### src/rtl/pwm_capture_pkg.sv
// Shared constants for the PWM capture block:
// FSM encoding and default widths.
package pwm_capture_pkg;

  localparam int A_DEF    = 8;
  localparam int SYNC_DEF = 2;

  typedef logic [1:0] state_t;

  localparam state_t WAIT_RISE = 2'd0;
  localparam state_t HIGH      = 2'd1;
  localparam state_t LOW       = 2'd2;

endpackage

### src/rtl/pwm_capture_if.sv
// PWM capture bus: the monitored line
// plus the published measurement.
interface pwm_capture_if #(
  parameter int A = 8
);

  logic         pwm_in;
  logic [A-1:0] period;
  logic [A-1:0] duty;
  logic         valid;
  logic         timeout;
  logic         stuck_high;
  logic         stuck_low;

  modport master (
    input  pwm_in,
    output period,
    output duty,
    output valid,
    output timeout,
    output stuck_high,
    output stuck_low
  );

  modport slave (
    output pwm_in,
    input  period,
    input  duty,
    input  valid,
    input  timeout,
    input  stuck_high,
    input  stuck_low
  );

endinterface

### src/rtl/pwm_capture_in_sync.sv
// Synchronizer for the async PWM line,
// with one-cycle rise/fall strobes.
module pwm_capture_in_sync #(
  parameter int SYNC_STAGES = 2
) (
  input  logic clk,
  input  logic reset,
  input  logic i_d,
  output logic o_rise,
  output logic o_fall
);

  logic [SYNC_STAGES-1:0] r_sync;
  logic                   r_prev;
  logic                   w_s;

  assign w_s = r_sync[SYNC_STAGES-1];

  always_ff @(posedge clk) begin
    if (reset) begin
      r_sync <= '0;
      r_prev <= 1'b0;
    end else begin
      r_sync <= {r_sync[SYNC_STAGES-2:0], i_d};
      r_prev <= w_s;
    end
  end

  assign o_rise = w_s & ~r_prev;
  assign o_fall = ~w_s & r_prev;

endmodule

### src/rtl/pwm_capture.sv
// Measures period and high time of a PWM
// line; flags stuck lines on counter saturation.
module pwm_capture
  import pwm_capture_pkg::*;
#(
  parameter int A           = A_DEF,
  parameter int SYNC_STAGES = SYNC_DEF
) (
  input logic         clk,
  input logic         reset,
  pwm_capture_if.master bus
);

  localparam logic [A-1:0] CNT_MAX = '1;
  localparam logic [A-1:0] CNT_ONE =
    {{(A-1){1'b0}}, 1'b1};

  logic         w_rise;
  logic         w_fall;
  logic         w_sat;

  state_t       r_state;
  logic [A-1:0] r_cnt;
  logic [A-1:0] r_hi_lat;
  logic [A-1:0] r_period;
  logic [A-1:0] r_duty;
  logic         r_valid;
  logic         r_timeout;
  logic         r_stuck_h;
  logic         r_stuck_l;

  pwm_capture_in_sync #(
    .SYNC_STAGES(SYNC_STAGES)
  ) u_sync (
    .clk   (clk),
    .reset (reset),
    .i_d   (bus.pwm_in),
    .o_rise(w_rise),
    .o_fall(w_fall)
  );

  assign w_sat = (r_cnt == CNT_MAX);

  always_ff @(posedge clk) begin
    if (reset) begin
      r_state   <= WAIT_RISE;
      r_cnt     <= '0;
      r_hi_lat  <= '0;
      r_period  <= '0;
      r_duty    <= '0;
      r_valid   <= 1'b0;
      r_timeout <= 1'b0;
      r_stuck_h <= 1'b0;
      r_stuck_l <= 1'b0;
    end else begin
      r_valid   <= 1'b0;
      r_timeout <= 1'b0;
      unique case (r_state)
        WAIT_RISE: begin
          if (w_rise) begin
            r_cnt   <= CNT_ONE;
            r_state <= HIGH;
          end
        end
        HIGH: begin
          // a rise with no fall seen just restarts the count
          if (w_rise) begin
            r_cnt <= CNT_ONE;
          end else if (w_fall) begin
            r_hi_lat <= r_cnt;
            r_cnt    <= r_cnt + 1'b1;
            r_state  <= LOW;
          end else if (w_sat) begin
            r_timeout <= 1'b1;
            r_stuck_h <= 1'b1;
            r_stuck_l <= 1'b0;
            r_state   <= WAIT_RISE;
          end else begin
            r_cnt <= r_cnt + 1'b1;
          end
        end
        LOW: begin
          // edge wins over saturation: period of 2^A-1 is valid
          if (w_rise) begin
            r_period  <= r_cnt;
            r_duty    <= r_hi_lat;
            r_valid   <= 1'b1;
            r_stuck_h <= 1'b0;
            r_stuck_l <= 1'b0;
            r_cnt     <= CNT_ONE;
            r_state   <= HIGH;
          end else if (w_sat) begin
            r_timeout <= 1'b1;
            r_stuck_l <= 1'b1;
            r_stuck_h <= 1'b0;
            r_state   <= WAIT_RISE;
          end else begin
            r_cnt <= r_cnt + 1'b1;
          end
        end
        default: begin
          r_state <= WAIT_RISE;
        end
      endcase
    end
  end

  assign bus.period     = r_period;
  assign bus.duty       = r_duty;
  assign bus.valid      = r_valid;
  assign bus.timeout    = r_timeout;
  assign bus.stuck_high = r_stuck_h;
  assign bus.stuck_low  = r_stuck_l;

endmodule
### src/flat_wrapper.sv
// flat-port wrapper written by rule: the top's interface ports become plain ports
module pwm_capture_flat import pwm_capture_pkg::*;
#(
  parameter int A           = A_DEF,
  parameter int SYNC_STAGES = SYNC_DEF
)
  (clk, reset, bus_pwm_in, bus_period, bus_duty, bus_valid, bus_timeout, bus_stuck_high, bus_stuck_low);
  pwm_capture_if #(.A(A)) bus_i ();
  input logic clk;
  input logic reset;
  input wire logic [$bits(bus_i.pwm_in)-1:0] bus_pwm_in;
  output wire logic [$bits(bus_i.period)-1:0] bus_period;
  output wire logic [$bits(bus_i.duty)-1:0] bus_duty;
  output wire logic [$bits(bus_i.valid)-1:0] bus_valid;
  output wire logic [$bits(bus_i.timeout)-1:0] bus_timeout;
  output wire logic [$bits(bus_i.stuck_high)-1:0] bus_stuck_high;
  output wire logic [$bits(bus_i.stuck_low)-1:0] bus_stuck_low;
  assign bus_i.pwm_in = bus_pwm_in;
  assign bus_period = bus_i.period;
  assign bus_duty = bus_i.duty;
  assign bus_valid = bus_i.valid;
  assign bus_timeout = bus_i.timeout;
  assign bus_stuck_high = bus_i.stuck_high;
  assign bus_stuck_low = bus_i.stuck_low;
  pwm_capture #(.A(A), .SYNC_STAGES(SYNC_STAGES)) u_core (.clk(clk), .reset(reset), .bus(bus_i));
endmodule
### config.mk
export PLATFORM = sky130hd
export DESIGN_NAME = pwm_capture_flat
export DESIGN_NICKNAME = d
export VERILOG_FILES = /design/src/rtl/pwm_capture_pkg.sv /design/src/rtl/pwm_capture_if.sv /design/src/rtl/pwm_capture_in_sync.sv /design/src/rtl/pwm_capture.sv /design/src/flat_wrapper.sv
export SDC_FILE = /design/constraint.sdc
export NUM_CORES = 1
export LEC_CHECK = 0
export ABC_AREA = 1
export CAP_MARGIN = 20
export CORE_UTILIZATION = 40
export DETAILED_ROUTE_END_ITERATION = 7
export PLACE_DENSITY = 0.65
export REMOVE_ABC_BUFFERS = 1
export SLEW_MARGIN = 20
export SYNTH_ARGS = -nofsm -noshare
export SYNTH_HDL_FRONTEND = slang
export SYNTH_HIERARCHICAL = 1
export SYNTH_SLANG_ARGS = --single-unit
### constraint.sdc
create_clock -name clk -period 2.7 [get_ports clk]
set_input_delay 0.54 -clock clk [delete_from_list [all_inputs] [get_ports clk]]
set_output_delay 0.54 -clock clk [all_outputs]
set_load 0.005 [all_outputs]
# --- After elaboration in Yosys (flattened, before gate mapping) ---
# Cells that the tools add are included.
word_totals:
  register_bits: 41
  elab_cells: 63
classes:
  mux: 28
  bitwise: 6
  reduce_logical: 9
  eq_ne: 8
  n_addsub: 1
op_table:
  columns: ["operator", "n"]
  rows:
  - ["$mux 8", 5]
  - ["$pmux 8 s3", 1]
  - ["$mux 1", 13]
  - ["$mux 2", 5]
  - ["$add 8x1->8 const B", 1]
  - ["$eq 8x8->1 const B", 1]
  - ["$ne 2x2->1 const B", 3]
  - ["$pmux 1 s2", 3]
  - ["$pmux 2 s3", 1]
  - ["$reduce_and 2->1", 3]
  - ["$reduce_and 5->1", 1]
  - ["$not 1->1", 4]
  - ["$ne 3x2->1 const B", 1]
  - ["$reduce_and 3->1", 1]
  - ["$reduce_bool 3->1", 1]
  - ["$and 1x1->1", 2]
  - ["$eq 2x1->1 const B", 1]
  - ["$eq 2x2->1 const B", 1]
  - ["$logic_not 2->1", 1]
  - ["$ne 2x1->1 const B", 1]
  - ["$reduce_bool 2->1", 1]
  - ["$reduce_or 2->1", 1]

# --- Depth between registers and ports, before layout ---
logic_depth:
  ltp_word: 5
  ltp_mapped: 11

# --- Hierarchy ---
# Netlist, hierarchy kept.
modules_own_cells:
  columns: ["mod", "area_per_inst_um2", "n_inst", "cells_each", "seq_area_each_um2"]
  rows:
  - ["pwm_capture", 1778.0, 1, 249, 760.7]
  - ["pwm_capture_in_sync", 93.8, 1, 12, 60.1]

# --- Worst setup path after synthesis ---
# No wires, ideal clock.
synth_path:
  path_type: "register to register"
  start: "reg u_core.u_sync.r_sync[1]"
  end: "reg u_core.r_stuck_h, in the netlist u_core/bus.stuck_high"
  path_buffers: 0
  slack_ns: 1.314
  arrival_ns: 1.254
  stages_incl_launch_ff: 10
  cell_sequence: "dfxtp_1 > inv_1 > nor2_1 > inv_2 > nand2_1 > inv_1 > o21ai_0 > nand2_1 > nand2_1 > a21oi_1"
synth_via:
  word_cells_on_any_way: 9
  classes_between: "eq/ne: 3; mux: 2; bitwise: 3; reduce/logical: 1"
synth_lines:
  columns: ["item", "line", "rtl"]
  rows:
  - ["start: declaration", "pwm_capture_in_sync.sv:13", "logic [SYNC_STAGES-1:0] r_sync;"]
  - ["start signal: assignment", "pwm_capture_in_sync.sv:24", "r_sync <= {r_sync[SYNC_STAGES-2:0], i_d};"]
  - ["$and 1x1->1 *", "pwm_capture_in_sync.sv:29", "assign o_rise = w_s & ~r_prev;"]
  - ["named net u_core.w_rise", "pwm_capture.sv:18", "logic w_rise;"]
  - ["$ne 3x2->1 (no line) (tied with other cells)", null, null]
  - ["$reduce_and 5->1 (no line) or $pmux 1 s2 (tied branches)", null, null]
  - ["end signal: assignment", "pwm_capture.sv:53", "r_stuck_h <= 1'b0;"]
  - ["end signal: assignment", "pwm_capture.sv:75", "r_stuck_h <= 1'b1;"]
  - ["end signal: assignment", "pwm_capture.sv:88", "r_stuck_h <= 1'b0;"]
  - ["end: declaration", "pwm_capture.sv:29", "logic r_stuck_h;"]
# The timed path passes the listed nets; every way through them passes the cells marked *.
# A chain may end at the register's enable or synchronous reset.

# --- Worst setup path after layout ---
layout_path:
  start: "reg u_core.r_state[1]"
  end: "reg u_core.r_hi_lat[2]"
layout_via:
  elab_chain_len: 2
layout_lines:
  columns: ["item", "line", "rtl"]
  rows:
  - ["start: declaration", "pwm_capture.sv:22", "state_t r_state;"]
  - ["start signal: assignment", "pwm_capture.sv:46", "r_state <= WAIT_RISE;"]
  - ["start signal: assignment", "pwm_capture.sv:62", "r_state <= HIGH;"]
  - ["start signal: assignment", "pwm_capture.sv:72", "r_state <= LOW;"]
  - ["$eq 2x1->1", "pwm_capture.sv:58", "unique case (r_state)"]
  - ["$reduce_and 3->1 (no line)", null, null]
  - ["end signal: assignment", "pwm_capture.sv:70", "r_hi_lat <= r_cnt;"]
  - ["end: declaration", "pwm_capture.sv:24", "logic [A-1:0] r_hi_lat;"]
# Every way passes these cells.

==> metrics <==
leakage power 0.902 nW; boundary pin count 23; Worst Setup SP u_core/r_state[1]; most frequent cells in the layout 48 x nand2_1, 45 x nor2_1, 41 x dfxtp_1; Detailed Route Iter0 Violations 99; hold wc startpoint u_core/u_sync/r_sync[0]; utilization after layout 51.2%; final worst-path cycle share 64.1%; clock power share 40.8%; Max Root-Sink Buffers 2; final WL 3920 um; Ys Warns 6; status completed; Yosys cell types 26; max-cap viol count 0; max layer used met4; Max VDD drop 316 uV; Rel. slew slack 54.4%; footprint of the multi-input gates 911 um2; worst-path fanout max 10; Port Buffers 22; syn avg cell area 7.17 um2; final HPWL from detailed placement 2720 um; ratio of cells with drive above 1 in the final layout 7.69%; drt first pass iters 4; crit path time final 1730 ps; DRT antenna net count 0; final cell count without fillers 338; H-tree lvl count 2; Cell Area, Synth 1870 um2; achievable clock frequency 578 MHz; part of the power in combinational logic 9.2%; number of fill cells 453; first-pass GRT wire length 6930 um; R2R Path Start u_core/r_state[1]; clk slew on worst S/H paths 70 ps; setup TNS 0 ps; PD cells 551 nW/um2; critical path type reg -> reg; post-synthesis sequential area ratio 43.9%; met3 routed WL 176 um; most common cell after layout, fill and taps aside nand2_1; # rows 24; critical path data required time 2890 ps; final hold violation count 0; GRT Total Usage 17.8%; # DRC 0; DR vias 1710; register area 821 um2; Reg power frac 50.1%; Die Span Y 70.4 um; Place WS 820 ps; Final #Nets 293; crit path DAT 1920 ps; initial antenna violation count 0; largest net degree at the start of global routing 27; cell count after synthesis 261; clock skew 8.48 ps; via count of the first global-routing pass 1546; Max stage delay cell, worst path dfxtp_1; met2 routed WL 1830 um; post_cts resized 0; TritonCTS Sinks 41; RSZ-0062 raised after global routing no; diode count 0; root buffer cell clkbuf_8; CP Cell Sequence inv_1 > ha_1 > nand2_1 > nor2_1 > buf_4 > inv_1 > nor2_1 > nor2_1; die area 4960 um2; DP Cell Count 330; startpoint types flip-flop; hold crit path type reg -> reg; most frequent CP cell nor2_1; #FFs+latches synth 41; Post-CTS Setup Repair Bufs 0; TritonCTS Buffers 5; area growth from synthesis to layout 20.7%; Pint 0.956 mW; measured slew at the worst slew-check pin 683 ps; Vias per Instance 5.06; WL met1 1840 um; WL/cell 11.6 um; Worst path max stage delay 330 ps; CTS tree done; Core Box Area 4410 um2; clk_lat worst skew 290 ps; CP endpoint kind flip-flop; initial core utilization 42.4%; Net Sw Power 0.288 mW; Setup violations, final 0; DIE WIDTH 70.4 um; switching share of power 23.2%; Final Max Slew Viols 0; Overflow after GRT 0; GPL Wtd Cong 0.872; Final WS setup 969 ps; Hold-fix buffers, CTS 0
[metrics by stage]
step | area (um2) | power (mW) | hold slack [ps]
final | 2260 | 1.24 | 410
after global routing | 2260 | 1.30 | 472
after CTS | 2260 | 1.26 | 411
after detailed placement | 2140 | 0.750 | 399
after global placement | 2140 | 0.748 | 389
after floorplan | 1830 | 0.716 | 388
[layer usage]
layer / up-vias / global-route usage (%)
met1: 775 / 21.7
met3: 6 / 4.33
met4: 0 / 7.33
li1: 895 / -
met5: - / 0
met2: 34 / 29.8
[cell usage after synthesis]
cell type	n	area (um2)
buf_2	2	10.0
dfxtp_1	41	821
inv_2	1	3.75
nor2_1	45	169
o21ai_2	1	8.76
buf_4	1	7.51
nand2_4	1	11.3
ha_1	5	62.6
nor2_4	2	22.5
clkbuf_2	1	5.00
clkbuf_1	4	15.0
a21oi_1	25	125
nand3b_1	1	7.51
nand3_1	16	80.1
nand2_1	48	180
nand2_2	2	12.5
nor3b_1	1	7.51
o21ai_0	28	140
or2_2	2	12.5
clkinv_4	1	8.76
a21oi_4	1	16.3
nor4_1	1	6.26
nand4_1	5	31.3
o211ai_1	1	7.51
inv_1	24	90.1
nand3_2	1	10.0
[worst paths after layout]
check | cells after the start | endpoint | slack [ps]
worst min register to register | 2 | u_core/u_sync/r_sync[1] | 410
worst max-delay path | 8 | u_core/r_hi_lat[2] | 970
worst min-delay path | 2 | u_core/u_sync/r_sync[1] | 410
worst max register to register | 8 | u_core/r_hi_lat[2] | 970
[worst max-delay path: cells and delay by family, from the launching register on]
| kind | cells | cell delay [ps] |
|---|---|---|
| adder cells (fa/ha/maj) | 1 | 330 |
| buffers and inverters | 3 | 390 |
| flip-flops | 1 | 330 |
| AND/OR/NAND/NOR | 4 | 570 |
[state kept, by name, indices dropped and copies added, names as in the netlist]
register / count
u_core/bus.valid: 1
u_core/u_sync/r_sync: 2
u_core/r_hi_lat: 8
u_core/bus.stuck_low: 1
u_core/r_cnt: 8
u_core/u_sync/r_prev: 1
u_core/bus.period: 8
u_core/r_state: 2
u_core/bus.stuck_high: 1
u_core/bus.timeout: 1
u_core/bus.duty: 8
[cells by family (layout without fill, tap and decap cells)]
group	after synthesis	in the layout	share of synthesized area [%]
AO/OA/AOI/OAI	56	56	15.9
AND/OR/NAND/NOR	125	125	29.4
flip-flops	41	41	43.9
buffers and inverters	34	59	7.49
adder cells (fa/ha/maj)	5	5	3.34
[layout make-up]
cell class,instances,share of cell area [%]
Multi-Input combinational cell,186,40.3
Clock buffer,7,3.82
Tap cell,52,2.88
Clock inverter,1,1.33
Inverter,26,4.54
Sequential cell,41,36.3
Timing Repair Buffer,25,10.7
[power by group through the flow]
| stage | clock, mW | sequential (mW) | combinational (mW) |
|---|---|---|---|
| detailed placement | 0 | 0.637 | 0.112 |
| finish | 0.507 | 0.623 | 0.114 |
| global route | 0.548 | 0.624 | 0.129 |
| global placement | 0 | 0.637 | 0.111 |
| CTS | 0.520 | 0.623 | 0.114 |
| floorplan | 0 | 0.636 | 0.0803 |
Power figures use the tool's default switching activity.
